--- src/rtl/ret_stack_pkg.sv ---
// Shared constants, count-width helper and operation decode type for the return stack.
package ret_stack_pkg;

  localparam int PC_WIDTH    = 10;
  localparam int STACK_DEPTH = 8;

  function automatic int count_width(input int depth);
    return $clog2(depth + 1);
  endfunction

  typedef enum logic [2:0] {
    OP_IDLE,
    OP_FLUSH,
    OP_PUSH,
    OP_PUSH_OVF,
    OP_POP,
    OP_POP_UNF,
    OP_REPLACE,
    OP_PUSH_UNF
  } stack_op_t;

endpackage

--- src/rtl/ret_stack_mem.sv ---
// Return-stack storage: DEPTH x WIDTH, one synchronous write port, one combinational read port.
module ret_stack_mem #(
  parameter int WIDTH = 10,
  parameter int DEPTH = 8,
  localparam int AW   = (DEPTH > 1) ? $clog2(DEPTH) : 1
) (
  input  logic             clk,
  input  logic             we,
  input  logic [AW-1:0]    waddr,
  input  logic [WIDTH-1:0] wdata,
  input  logic [AW-1:0]    raddr,
  output logic [WIDTH-1:0] rdata
);

  // Contents are never reset; they are only visible through valid stack slots.
  logic [WIDTH-1:0] mem [DEPTH];

  always_ff @(posedge clk) begin
    if (we) begin
      mem[waddr] <= wdata;
    end
  end

  assign rdata = mem[raddr];

endmodule

--- src/rtl/ret_stack.sv ---
// Return-address LIFO: pointer, sticky error flags and push/pop/flush decode around ret_stack_mem.
module ret_stack
  import ret_stack_pkg::*;
#(
  parameter int WIDTH = PC_WIDTH,
  parameter int DEPTH = STACK_DEPTH,
  localparam int CW   = count_width(DEPTH)
) (
  input  logic             clk,
  input  logic             reset,
  input  logic             push,
  input  logic             pop,
  input  logic             flush,
  input  logic             clr_err,
  input  logic [WIDTH-1:0] din,
  output logic [WIDTH-1:0] dout,
  output logic             empty,
  output logic             full,
  output logic [CW-1:0]    count,
  output logic             ovf,
  output logic             unf
);

  localparam int AW = (DEPTH > 1) ? $clog2(DEPTH) : 1;

  logic [CW-1:0]    sp_reg, sp_next;
  logic             ovf_reg, ovf_next;
  logic             unf_reg, unf_next;
  stack_op_t        op;
  logic             we;
  logic [AW-1:0]    top_idx;
  logic [AW-1:0]    waddr;
  logic [WIDTH-1:0] rdata;

  assign empty = (sp_reg == '0);
  assign full  = (sp_reg == CW'(DEPTH));
  assign count = sp_reg;
  assign ovf   = ovf_reg;
  assign unf   = unf_reg;

  // Both indices are forced in range even when the stack is empty or full.
  assign top_idx = empty ? '0 : AW'(sp_reg - CW'(1));
  assign waddr   = (op == OP_REPLACE) ? top_idx : (full ? '0 : AW'(sp_reg));
  assign we      = (op == OP_PUSH) || (op == OP_REPLACE) || (op == OP_PUSH_UNF);
  assign dout    = empty ? '0 : rdata;

  always_comb begin
    op = OP_IDLE;
    if (flush) begin
      op = OP_FLUSH;
    end else if (push && pop) begin
      op = empty ? OP_PUSH_UNF : OP_REPLACE;
    end else if (push) begin
      op = full ? OP_PUSH_OVF : OP_PUSH;
    end else if (pop) begin
      op = empty ? OP_POP_UNF : OP_POP;
    end
  end

  always_comb begin
    sp_next = sp_reg;
    case (op)
      OP_PUSH, OP_PUSH_UNF: sp_next = sp_reg + CW'(1);
      OP_POP:               sp_next = sp_reg - CW'(1);
      OP_FLUSH:             sp_next = '0;
      default:              sp_next = sp_reg;
    endcase
  end

  // A new error in the same cycle as clr_err leaves its flag set.
  assign ovf_next = (ovf_reg & ~clr_err) | (op == OP_PUSH_OVF);
  assign unf_next = (unf_reg & ~clr_err) | (op == OP_POP_UNF) | (op == OP_PUSH_UNF);

  always_ff @(posedge clk or posedge reset) begin
    if (reset) begin
      sp_reg  <= '0;
      ovf_reg <= 1'b0;
      unf_reg <= 1'b0;
    end else begin
      sp_reg  <= sp_next;
      ovf_reg <= ovf_next;
      unf_reg <= unf_next;
    end
  end

  ret_stack_mem #(
    .WIDTH(WIDTH),
    .DEPTH(DEPTH)
  ) u_mem (
    .clk  (clk),
    .we   (we),
    .waddr(waddr),
    .wdata(din),
    .raddr(top_idx),
    .rdata(rdata)
  );

endmodule

--- config.mk ---
export PLATFORM = sky130hd
export DESIGN_NAME = ret_stack
export DESIGN_NICKNAME = d
export VERILOG_FILES = /design/src/rtl/ret_stack_pkg.sv /design/src/rtl/ret_stack_mem.sv /design/src/rtl/ret_stack.sv
export SDC_FILE = /design/constraint.sdc
export NUM_CORES = 1
export LEC_CHECK = 0
export BUFFER_PORTS_ARGS = -buffer_cell sky130_fd_sc_hd__buf_2
export CAP_MARGIN = 15
export CORE_UTILIZATION = 55
export CTS_CLUSTER_SIZE = 28
export DETAILED_ROUTE_END_ITERATION = 6
export GPL_ROUTABILITY_DRIVEN = 0
export HOLD_SLACK_MARGIN = 0.06
export PLACE_DENSITY = 0.75
export SLEW_MARGIN = 15
export SYNTH_ARGS = -nofsm -noshare
export SYNTH_HDL_FRONTEND = slang
export SYNTH_HIERARCHICAL = 1
export SYNTH_SLANG_ARGS = --single-unit
--- constraint.sdc ---
create_clock -name clk -period 3.5 [get_ports clk]
set_input_delay 0 -clock clk [delete_from_list [all_inputs] [get_ports clk]]
set_output_delay 0 -clock clk [all_outputs]
set_load 0.05 [all_outputs]
==> Yosys cells after proc, flatten, opt, wreduce, memory -nomap -nowiden <==
Memory sizes are Yosys's and may differ from the RTL's.
Index checks and enable logic that the tools add are counted.
{ "classes": {"addsub": 2, "n_eq_ne": 8, "n_mux": 14, "n_bitwise": 6, "reduce_logical": 6} }
{ "op_table": {"columns": ["cell", "n"], "rows": [
  ["$mux 3", 7],
  ["$eq 3x3->1 const B", 4],
  ["$pmux 4 s3", 1],
  ["$mux 10", 1],
  ["$eq 3x2->1 const B", 2],
  ["$mux 1", 5],
  ["$add 4x1->4 const B", 1],
  ["$eq 4x4->1 const B", 1],
  ["$logic_not 4->1", 1],
  ["$sub 4x1->4 const B", 1],
  ["$eq 3x1->1 const B", 1],
  ["$or 1x1->1", 3],
  ["$reduce_bool 3->1", 1],
  ["$and 1x1->1", 2],
  ["$logic_or 1x1->1", 2],
  ["$reduce_or 2->1", 1],
  ["$logic_and 1x1->1", 1],
  ["$not 1->1", 1]
]} }
{ "totals": {"reg_bits": 6, "mem_bits_rw": 80, "inputBits": 16, "out_inout_bits": 18, "wordCells": 40, "n_memories": 1} }
{ "mem_list": {"columns": ["memory", "depth", "width", "rd", "rd_ports_with_merged_regs", "wr", "line_no", "text"], "rows": [
  ["u_mem.mem", 8, 10, 1, 0, 1, "ret_stack_mem.sv:16", "logic [WIDTH-1:0] mem [DEPTH];"]
]} }

==> Logic depth before layout (Yosys ltp) <==
{ "logic_depth": {"word_depth": 11, "ltp_mapped": 10} }

==> By module <==
Netlist, hierarchy kept.
{ "by_module_without_submodules": {"columns": ["mod", "n_inst", "cells_per_inst", "area_per_inst_um2", "seq_area_each_um2"], "rows": [
  ["ret_stack_mem", 1, 128, 3133.0, 2402.3],
  ["ret_stack", 1, 85, 645.6, 150.1]
]} }

==> Worst setup path after synthesis <==
No wires, ideal clock.
{ "synth_timing": {"path_type": "flip-flop to output port", "startpoint": "register sp_reg[0], in the netlist count[0]", "endpoint": "output port dout[0]", "arrival_ns": 3.301, "setup_slack_ns": 0.199, "path_stages_with_launch": 11, "cell_sequence": "dfrtp_1 clkbuf_1 inv_1 ha_1 nor3b_2 buf_2 nor2_1 buf_6 mux4_1 mux2_2 nor2b_1"} }
{ "synth_via": {"elab_chain_cells": 4, "elab_cells_between_ends": 5} }
{ "synth_lines": {"columns": ["element", "line_no", "text"], "rows": [
  ["from (decl)", "ret_stack.sv:26", "logic [CW-1:0] sp_reg, sp_next;"],
  ["from (signal assigned)", "ret_stack.sv:80", "sp_reg <= sp_next;"],
  ["$logic_not 4->1", "ret_stack.sv:35", "assign empty = (sp_reg == '0);"],
  ["named net empty", "ret_stack.sv:17", "output logic empty,"],
  ["$mux 3", "ret_stack.sv:42", "assign top_idx = empty ? '0 : AW'(sp_reg - CW'(1));"],
  ["named net top_idx[0]", "ret_stack.sv:31", "logic [AW-1:0] top_idx;"],
  ["$mem_v2 8x10", null, null],
  ["named net rdata[0]", "ret_stack.sv:33", "logic [WIDTH-1:0] rdata;"],
  ["$mux 10", "ret_stack.sv:45", "assign dout = empty ? '0 : rdata;"],
  ["to (decl)", "ret_stack.sv:16", "output logic [WIDTH-1:0] dout,"]
]} }
The timed path passes the listed nets, and every way through them passes these cells.

==> Worst setup path in the final report <==
{ "layout_timing": {"startpoint": "register sp_reg[0], in the netlist count[0]", "endpoint": "output port dout[3]"} }
{ "layout_via": {"elab_chain_cells": 4, "elab_cells_between_ends": 5} }
{ "layout_lines": {"columns": ["element", "line_no"], "rows": [
  ["$sub 4x1->4 / $logic_not 4->1 (equally long branches)", null],
  ["$mux 3 (*)", "ret_stack.sv:42"],
  ["named net top_idx[0]", "ret_stack.sv:31"],
  ["$mem_v2 8x10 (*)", null],
  ["named net rdata[3]", "ret_stack.sv:33"],
  ["$mux 10 (*)", "ret_stack.sv:45"]
]} }
Mark *: on every way through the listed nets, which the timed path passes. The rest lies on a longest branch.

==> reports/metrics.cfg <==
[run_status]
run_status = completed

[logic_synthesis]
synth_top_family_by_area = multiplexers
synth.area.top_cells = edfxtp_1, mux4_1, dfrtp_1
synth-xor-area-share_pct = 0.9272
syn-num-nets = 232
ys_seq_area_share_pct = 67.55
synthCells = 213
netlist_area_um2 = 3779
syn_avg_cell_area_um2 = 17.74
yosys_warnings = 6
synth_adder_area_share_pct = 0.9934
synth-compound-area-share_pct = 2.649
yosysTopAreaCellShare_pct = 63.58
synth_cell_types = 34
yosys.area.top_type = edfxtp_1
synth-simple-area-share_pct = 7.483
muxShareOfSynthArea_pct = 18.11
ys_ff_latch = 86

[finish]
num_antenna_cells = 0
fillers = 432
area_growth_pct = 17.91
final_nets = 296
top_register = u_mem/mem
largest_reg_flops = 80
drive_gt1_share_pct = 28.37

[critical_path]
crit_path_end_kind = output pin
crit_chain = inv_1 > ha_1 > nor3b_2 > buf_4 > nor2_2 > buf_4 > mux4_1 > mux2_2 > nor2b_1 > buf_2
cp.arrival_ns = 3.25
setup.worst_path.start_class = register
crit_slowest_cell = mux4_1
critPathRequiredTime_ns = 3.50
crit_top_cell = buf_4
cpPeakStageDelay_ns = 0.58
path_class = register to output pin
crit_fanout = 18

[clocking]
h-tree-depth = 3
cts_buffer_depth = 2
numClockSinks = 86
numCtsBuffers = 9
root_buffer = clkbuf_8
clkTransAtPathRegs_ns = 0.09
post-cts-setup-buffers = 0
cts_tree = yes
clk_latency_ns = 0.35

[placed_design]
io_buffer_count = 33
hpwl_um = 4431

[routing]
drtIter0Drc = 138
avgViaCountPerCell = 5.844
antenna_left = 0
wirelength_um = 6879
routedWlPerCell_um = 19.16
drc = 0
firstDrtPassIters = 6
vias = 2098

[timing]
min_period_over_period_pct = 92.92
layout_min_cycle_time_ns = 3.252
fmax_mhz = 307.5
hold_violations = 0
tns_ns = 0
slew_viol_final = 0
finalClockSkew_ns = 0.008502
finalSetupViolCount = 0
slew_headroom_pct = 61.70
rsz0062_at_grt = false
tightest_slew_ns = 0.5728

[die]
die_h_um = 84.89
die_area_um2 = 7205
ios = 34
die_w_um = 84.89
rows = 29
core_um2 = 6495
initial_core_util_pct = 58.18

[grt]
grt_antenna_before_repair = 0
grt_pass1_wl_um = 10920
grt_usage_pct = 21.19
first_global_vias = 2086
grt.overflow.total = 0
grt_start_max_net_pins = 19

[pwr]
power_density_nw_per_um2 = 925.2
p_sw_share_pct = 41.24
leakagePower_nw = 1.630
p_total_mw = 4.122
p_sw_mw = 1.700
p_int_mw = 2.422
combPwrFrac_pct = 51.8
seq_power_share_pct = 31.0
peakVddDrop_v = 0.0005654
clockPowerShare_pct = 17.2

[min_path]
hp-class = input port to asynchronous set/reset pin

[job]
max_cap_violations = 0

power by group through the flow:
stage,clock network (mW),logic (mW),registers (mW)
after floorplan,0,1.63,1.34
after global placement,0,2.11,1.29
after detailed placement,0,2.13,1.30
after CTS,0.722,2.15,1.27
after global routing,0.767,2.27,1.29
final,0.710,2.14,1.28
layer usage:
| metal | vias up | routed length (µm) | global-route usage [%] | part of all wire, % |
|---|---|---|---|---|
| li1 | 980 | - | - | - |
| met1 | 1041 | 3153 | 30.73 | 46 |
| met2 | 67 | 3295 | 32.37 | 48 |
| met3 | 10 | 311 | 3.696 | 4.5 |
| met4 | 0 | 119 | 9.245 | 1.7 |
| met5 | - | 0 | 0 | 0 |
area by class of cell:
cell class,instances,area (µm²),area share (%)
Clock buffer,9,123.9,2.780
Tap cell,77,96.34,2.162
Timing Repair Buffer,63,430.4,9.660
Sequential cell,86,2552,57.29
Multi-Input combinational cell,109,1142,25.64
Clock inverter,7,80.08,1.797
Inverter,8,30.03,0.6740
kinds of logic (layout without fill, tap and decap cells):
| logic type | count (synthesis) | count (layout) |
|---|---|---|
| xor+xnor | 4 | 4 |
| buf+inv | 18 | 87 |
| flops | 86 | 86 |
| simple gates | 53 | 53 |
| fa+ha+maj | 3 | 3 |
| compound gates | 15 | 15 |
| mux | 34 | 34 |
through the flow:
stage | instances | util [%] | hold WS (ns) | setup WS, ns | cell area (µm²)
after global placement | 327 | 62.99 | -0.07550 | 0.6988 | 4091
final | 359 | 68.60 | 0.1047 | 0.2479 | 4456
after floorplan | 213 | - | -0.2090 | 0.1994 | 3779
after detailed placement | 327 | 62.99 | -0.06788 | 0.6222 | 4091
after global routing | 359 | 68.60 | 0.1146 | 0.06379 | 4456
after CTS | 359 | 68.60 | 0.09761 | 0.2384 | 4456
cells in the mapped netlist:
master,instances
a21oi_1,4
or3_4,1
xnor2_1,3
nor2_1,14
a311oi_1,1
buf_6,2
dfrtp_1,6
or2_2,1
clkbuf_1,4
mux4_1,20
buf_1,1
edfxtp_1,80
nand3b_1,1
o32ai_1,3
mux2_4,1
inv_1,7
nand4_1,2
a31o_2,1
a221o_1,1
ha_1,3
nor4_1,1
nand2b_1,7
a31oi_1,1
nand2_1,8
nor3b_2,1
nor3_1,4
nand3_1,1
xor2_1,1
inv_2,1
nor2b_1,12
buf_2,3
mux2_2,11
o21ai_0,4
mux2i_1,2
worst paths after layout:
kind                          start              end  slack, ns  depth (start not counted)
hold / removal                reset         count[1]       0.10                          3
setup / recovery           count[0]          dout[3]       0.25                         10
hold reg to reg                 unf              unf       0.54                          2
max in group asynchronous     reset              unf       3.19                          3
setup reg to reg           count[0]  u_mem/mem[3][0]       0.56                          9
min in group clk               push         count[3]       0.11                          4
what timing repair did:
action                    in CTS  in global routing
hold endpoints to repair      92                  0
resized for setup              0                  0
hold buffers                  16                  0
critical path, delay by kind of cell, from the launching register on:
family                     cells  cell delay [ns]
muxes                          2             0.85
buffers and inverters          4             0.81
DFF                            1             0.55
and+or+nand+nor                3             0.42
adders and majority gates      1             0.26
placed cells by master (no fill, tap or decap), types with 4 or more instances in the layout:
cell type	n
nand2_1	8
a21oi_1	4
nor3_1	4
dfrtp_1	6
buf_2	33
dlygate4sd3_1	16
inv_1	7
o21ai_0	4
mux4_1	20
buf_4	14
mux2_2	11
edfxtp_1	80
clkbuf_8	9
nor2b_1	12
nand2b_1	7
nor2_1	13
No activity file was read; power rests on OpenSTA's default activity.
